$ cat src/rtl/gravity_tick_ctrl.sv
// ============================================================================
// gravity_tick_ctrl : counts delay-counter expiries into gravity drop requests
// Revision: 1.0
// ============================================================================
`default_nettype none

module gravity_tick_ctrl #(
    parameter int CNT_W    = 5,
    parameter int BASE_DIV = 16,
    parameter int STEP     = 1,
    parameter int LEVEL_W  = 4
) (
    input  logic               clk,
    input  logic               resetn,
    input  logic               enable,
    input  logic [LEVEL_W-1:0] level,
    input  logic               soft_drop,
    input  logic               hard_drop,
    input  logic               timer_out,
    input  logic               drop_ack,
    output logic               timer_start,
    output logic               timer_interrupt,
    output logic               drop_req,
    output logic               drop_src,
    output logic [CNT_W-1:0]   tick_cnt
);

    localparam int DW = CNT_W + LEVEL_W;

    typedef enum logic [1:0] {
        S_IDLE = 2'd0,
        S_ARM  = 2'd1,
        S_WAIT = 2'd2,
        S_REQ  = 2'd3
    } state_t;

    state_t             r_state;
    logic               r_timer_q;
    logic               r_timer_start;
    logic               r_timer_interrupt;
    logic               r_drop_req;
    logic               r_drop_src;
    logic [CNT_W-1:0]   r_tick_cnt;

    logic               w_expiry;
    logic [DW-1:0]      w_prod;
    logic [DW-1:0]      w_diff;
    logic [DW-1:0]      w_div;
    logic [DW-1:0]      w_tick_next;
    logic               w_final;

    assign w_expiry = timer_out & ~r_timer_q;

    // The difference is treated as signed: a set MSB or zero means the level
    // has pushed the divisor to (or past) zero, so it saturates to one.
    assign w_prod      = DW'(level) * DW'(STEP);
    assign w_diff      = DW'(BASE_DIV) - w_prod;
    assign w_div       = (soft_drop || w_diff[DW-1] || (w_diff == '0)) ? DW'(1) : w_diff;
    assign w_tick_next = DW'(r_tick_cnt) + DW'(1);
    assign w_final     = (w_tick_next >= w_div);

    always_ff @(posedge clk) begin
        if (!resetn) begin
            r_state           <= S_IDLE;
            r_timer_q         <= 1'b0;
            r_timer_start     <= 1'b0;
            r_timer_interrupt <= 1'b0;
            r_drop_req        <= 1'b0;
            r_drop_src        <= 1'b0;
            r_tick_cnt        <= '0;
        end else begin
            r_timer_q         <= timer_out;
            r_timer_start     <= 1'b0;
            r_timer_interrupt <= 1'b0;
            case (r_state)
                S_IDLE: begin
                    if (enable) begin
                        r_state       <= S_ARM;
                        r_timer_start <= 1'b1;
                    end
                end
                S_ARM: begin
                    r_state <= enable ? S_WAIT : S_IDLE;
                end
                S_WAIT: begin
                    if (!enable) begin
                        r_state           <= S_IDLE;
                        r_timer_interrupt <= 1'b1;
                        r_tick_cnt        <= '0;
                    end else if (hard_drop) begin
                        r_state           <= S_REQ;
                        r_timer_interrupt <= 1'b1;
                        r_tick_cnt        <= '0;
                        r_drop_src        <= 1'b1;
                        r_drop_req        <= 1'b1;
                    end else if (w_expiry) begin
                        if (w_final) begin
                            r_state    <= S_REQ;
                            r_tick_cnt <= '0;
                            r_drop_src <= 1'b0;
                            r_drop_req <= 1'b1;
                        end else begin
                            r_state       <= S_ARM;
                            r_timer_start <= 1'b1;
                            r_tick_cnt    <= r_tick_cnt + CNT_W'(1);
                        end
                    end
                end
                S_REQ: begin
                    if (drop_ack) begin
                        r_drop_req <= 1'b0;
                        if (enable) begin
                            r_state       <= S_ARM;
                            r_timer_start <= 1'b1;
                        end else begin
                            r_state <= S_IDLE;
                        end
                    end
                end
                default: r_state <= S_IDLE;
            endcase
        end
    end

    assign timer_start     = r_timer_start;
    assign timer_interrupt = r_timer_interrupt;
    assign drop_req        = r_drop_req;
    assign drop_src        = r_drop_src;
    assign tick_cnt        = r_tick_cnt;

endmodule

`default_nettype wire

$ cat config.mk
export PLATFORM = sky130hd
export DESIGN_NAME = gravity_tick_ctrl
export DESIGN_NICKNAME = d
export VERILOG_FILES = /design/src/rtl/gravity_tick_ctrl.sv
export SDC_FILE = /design/constraint.sdc
export NUM_CORES = 1
export LEC_CHECK = 0
export BUFFER_PORTS_ARGS = -buffer_cell sky130_fd_sc_hd__buf_2
export CELL_PAD_IN_SITES_DETAIL_PLACEMENT = 0
export CELL_PAD_IN_SITES_GLOBAL_PLACEMENT = 2
export CORE_MARGIN = 5
export CORE_UTILIZATION = 30
export CTS_CLUSTER_DIAMETER = 40
export DETAILED_ROUTE_END_ITERATION = 8
export PLACE_DENSITY_LB_ADDON = 0.1
export SYNTH_ARGS = -nofsm -noshare
export SYNTH_HDL_FRONTEND = slang
export SYNTH_SLANG_ARGS = --single-unit
$ cat constraint.sdc
create_clock -name clk -period 2.4 [get_ports clk]
set_input_delay 0.36 -clock clk [delete_from_list [all_inputs] [get_ports clk]]
set_output_delay 0.36 -clock clk [all_outputs]
set_load 0.05 [all_outputs]
==> impl_metrics.prom <==
# TYPE chip_impl_metric gauge
chip_impl_metric{name="synth.distinct_cells",unit=""} 30
chip_impl_info{name="critPathKind",value="reg -> reg"} 1
chip_impl_metric{name="dpl_cell_area",unit="um2"} 983.4
chip_impl_metric{name="setup-violations-final",unit=""} 0
chip_impl_metric{name="cp_data_required_time",unit="ns"} 2.55
chip_impl_metric{name="grt_pass1_wl",unit="mm"} 3.312
chip_impl_metric{name="clock_latency",unit="ns"} 0.26
chip_impl_metric{name="cts_max_level",unit=""} 1
chip_impl_info{name="dominantRegCellSynth",value="dfxtp_1"} 1
chip_impl_info{name="outcome",value="complete, no violations"} 1
chip_impl_metric{name="place_hpwl",unit="mm"} 1.524
chip_impl_metric{name="routabilityCongestion",unit=""} 0.7147
chip_impl_metric{name="globalRouteMet3Util",unit="%"} 1.887
chip_impl_metric{name="overflow",unit=""} 0
chip_impl_info{name="worst_hold_path_type",value="in -> reg"} 1
chip_impl_metric{name="cellPowerDensity",unit="nW/um2"} 401.0
chip_impl_metric{name="total_power",unit="mW"} 0.4034
chip_impl_metric{name="ios",unit=""} 20
chip_impl_metric{name="cp_max_fo",unit=""} 5
chip_impl_info{name="synth_top_cells_by_count",value="dfxtp_1, nand2_1, nand3_1, ha_1, nor2b_1"} 1
chip_impl_info{name="synth_area_leader_cell",value="dfxtp_1"} 1
chip_impl_metric{name="ys.warnings.count",unit=""} 0
chip_impl_metric{name="vias_per_cell",unit=""} 5.047
chip_impl_metric{name="netlist_instances",unit=""} 91
chip_impl_metric{name="final_layout_size_suffix_gt1_share",unit="%"} 31.09
chip_impl_metric{name="synth_async_sr_flop_share",unit="%"} 0
chip_impl_metric{name="fmax",unit="MHz"} 453.9
chip_impl_metric{name="gates_resized_cts_repair",unit=""} 0
chip_impl_metric{name="finalWirelength",unit="mm"} 1.907
chip_impl_metric{name="tightestPinTransition",unit="ns"} 0.5915
chip_impl_metric{name="die-area",unit="um2"} 3798
chip_impl_info{name="critical_path.startpoint",value="tick_cnt[1]$_SDFFE_PN0P_"} 1
chip_impl_info{name="netlist_top_cells_area",value="dfxtp_1, ha_1, nor2b_1"} 1
chip_impl_metric{name="reg2reg_depth",unit=""} 9
chip_impl_metric{name="route.detailed.drc",unit=""} 0
chip_impl_info{name="critical_path.endpoint_type",value="flip-flop"} 1
chip_impl_metric{name="synth_sequential_area_ratio",unit="%"} 30.05
chip_impl_metric{name="cts-root-to-sink-buffers",unit=""} 2
chip_impl_metric{name="post-route-period-util",unit="%"} 91.80
chip_impl_metric{name="grt_start_max_net_pins",unit=""} 15
chip_impl_metric{name="diodes",unit=""} 0
chip_impl_metric{name="cts.repair_timing.setup_buffer_count",unit=""} 0
chip_impl_metric{name="globalRouteMet2Util",unit="%"} 17.79
chip_impl_metric{name="finalClockSkew",unit="ns"} 0.001360
chip_impl_metric{name="track_usage",unit="%"} 11.63
chip_impl_metric{name="firstDrtPassIters",unit=""} 4
chip_impl_metric{name="coreArea",unit="um2"} 2522
chip_impl_metric{name="timing.hold.ws",unit="ns"} 0.3242
chip_impl_metric{name="die_w",unit="um"} 61.63
chip_impl_metric{name="syn2layout_area_growth",unit="%"} 25.82
chip_impl_metric{name="internal_reg_to_reg_setup_slack",unit="ns"} 0.20
chip_impl_metric{name="finish.instance_area",unit="um2"} 1006
chip_impl_metric{name="use_met1",unit="%"} 16.23
chip_impl_info{name="critical_path.startpoint_type",value="flip-flop"} 1
chip_impl_metric{name="ys_seq_elements",unit=""} 12
chip_impl_metric{name="yosysTopAreaCellShare",unit="%"} 30.05
chip_impl_metric{name="fp.dieH",unit="um"} 61.63
chip_impl_metric{name="drt_iter0_markers",unit=""} 19
chip_impl_metric{name="routed_wire_length_per_instance",unit="um"} 12.80
chip_impl_info{name="r2r_start",value="tick_cnt[1]$_SDFFE_PN0P_"} 1
chip_impl_metric{name="initial_utilization",unit="%"} 31.70
chip_impl_metric{name="final_report_hold_violation_count",unit=""} 0
chip_impl_metric{name="p_leak",unit="nW"} 0.4769
chip_impl_metric{name="vdd_ir_drop_max",unit="mV"} 0.2680
chip_impl_metric{name="drt.antenna.violating_nets",unit=""} 0
chip_impl_info{name="cts_tree",value="yes"} 1
chip_impl_info{name="globalRoute.busiestLayer",value="met2"} 1
chip_impl_metric{name="port-buffer-count",unit=""} 19
chip_impl_metric{name="placementRows",unit=""} 18
chip_impl_metric{name="dr_total_vias",unit=""} 752
chip_impl_metric{name="worst_slew_margin",unit="%"} 60.23
chip_impl_info{name="critical_path.reg2reg.endpoint",value="r_state[1]$_SDFFE_PN0P_"} 1
chip_impl_info{name="cts.root.buffer_cell",value="clkbuf_4"} 1
chip_impl_metric{name="synth_area",unit="um2"} 799.5
chip_impl_metric{name="grt_pass1_vias",unit=""} 780
chip_impl_metric{name="number_of_max_slew_violations_in_the_final_report",unit=""} 0
chip_impl_metric{name="num-nets-final",unit=""} 139
chip_impl_metric{name="post_cts_hold_buffer_count",unit=""} 0
chip_impl_metric{name="numCtsBuffers",unit=""} 3
chip_impl_metric{name="syn_avg_cell_area",unit="um2"} 8.786
chip_impl_info{name="yosys.cell_count.top_type",value="dfxtp_1"} 1
chip_impl_metric{name="grt_antenna_before_repair",unit=""} 0
chip_impl_metric{name="totalNegativeSetupSlack",unit="ns"} 0
chip_impl_metric{name="cts.clk_slew.worst_paths",unit="ns"} 0.07
chip_impl_info{name="rsz_0062_raised_after_global_routing",value="false"} 1
chip_impl_info{name="cp-endpoint",value="r_state[1]$_SDFFE_PN0P_"} 1
chip_impl_metric{name="synth_enable_flop_cells",unit=""} 0
chip_impl_metric{name="final.fill_count",unit=""} 278
chip_impl_metric{name="clock_sink_count",unit=""} 12
chip_impl_metric{name="drv_cap",unit=""} 0
chip_impl_metric{name="syn_nets",unit=""} 109
chip_impl_metric{name="cp_arrival",unit="ns"} 2.36
chip_impl_metric{name="timing.final.crit_period",unit="ns"} 2.203
-- final cells by class --
class	instances	area (um2)	share of cell area, %
clock buffer	3	22.52	2.239
inverter	5	18.77	1.866
multi-input combinational	73	536.8	53.36
sequential	12	242.7	24.13
tap	30	37.54	3.731
timing repair buffer	26	147.6	14.68
-- registers in the layout, indices dropped and copies added (netlist names) --
register and cells:
drop_src 1, r_timer_q 1, drop_req 1, r_state 2, timer_start 1, timer_interrupt 1, tick_cnt 5
-- cells in the final DEF, fill, tap and decap left out, types with 3 or more instances in the layout --
cell type and n:
clkbuf_4 3, a21oi_1 3, o21a_1 3, a22oi_1 3
buf_2 19, and3_1 3, o211ai_1 3, ha_1 7
dfxtp_1 10, xnor2_1 4, buf_4 7, nor2_1 4
nand3_1 8, inv_1 5, nor2b_1 7, nand2_1 8
o21ai_1 3
-- through the flow --
stage	std cells	utilization, %	worst slack [ns]
floorplan	91	-	0.08577
global placement	146	38.99	-0.03436
detailed placement	146	38.99	-0.08799
CTS	149	39.88	0.1068
global route	149	39.88	0.003798
finish	149	39.88	0.1969
-- worst min-delay path by stage --
stage | slack [ns] | from | depth (start not counted) | endpoint
floorplan | 0.46 | drop_ack | 1 | r_state[0]$_SDFFE_PN0P_
global placement | 0.46 | drop_req$_SDFFE_PN0P_ | 2 | drop_req$_SDFFE_PN0P_
detailed placement | 0.47 | drop_req$_SDFFE_PN0P_ | 2 | drop_req$_SDFFE_PN0P_
CTS | 0.32 | drop_ack | 2 | r_state[0]$_SDFFE_PN0P_
global route | 0.33 | drop_ack | 2 | r_state[0]$_SDFFE_PN0P_
finish | 0.32 | drop_ack | 2 | r_state[0]$_SDFFE_PN0P_
-- report_power, final --
part           total (mW)  switching (mW)  internal, mW
Sequential          0.208         0.00419         0.204
Combinational      0.0758          0.0415        0.0343
Clock               0.120          0.0618        0.0579
Total               0.403           0.107         0.296
-- cell families after synthesis --
group | Yosys count | synth area share (%)
adders and majority gates | 7 | 10.95
DFF | 12 | 30.05
buffers and inverters | 6 | 2.817
AOI/OAI and AO/OA | 23 | 23.47
xor gates and xnor gates | 4 | 4.381
muxes | 2 | 2.504
and+or+nand+nor | 37 | 25.82
-- routing by layer --
layer,share of wire [%],wire [um],vias to the layer above
met5,0,0,-
met3,6.3,120,2
met2,43,828,21
met1,49,942,346
li1,-,-,383
met4,0.79,15,0
-- critical path, stage by stage (launching register included) --
cell	delay, ns
dfxtp_2	0.35
ha_1	0.22
and2b_1	0.17
or2_2	0.27
ha_1	0.29
o21a_1	0.17
o21ai_1	0.16
o21ai_1	0.12
nor3b_2	0.24
o21ai_1	0.09
Note: power is estimated with default switching activity, not from simulation.
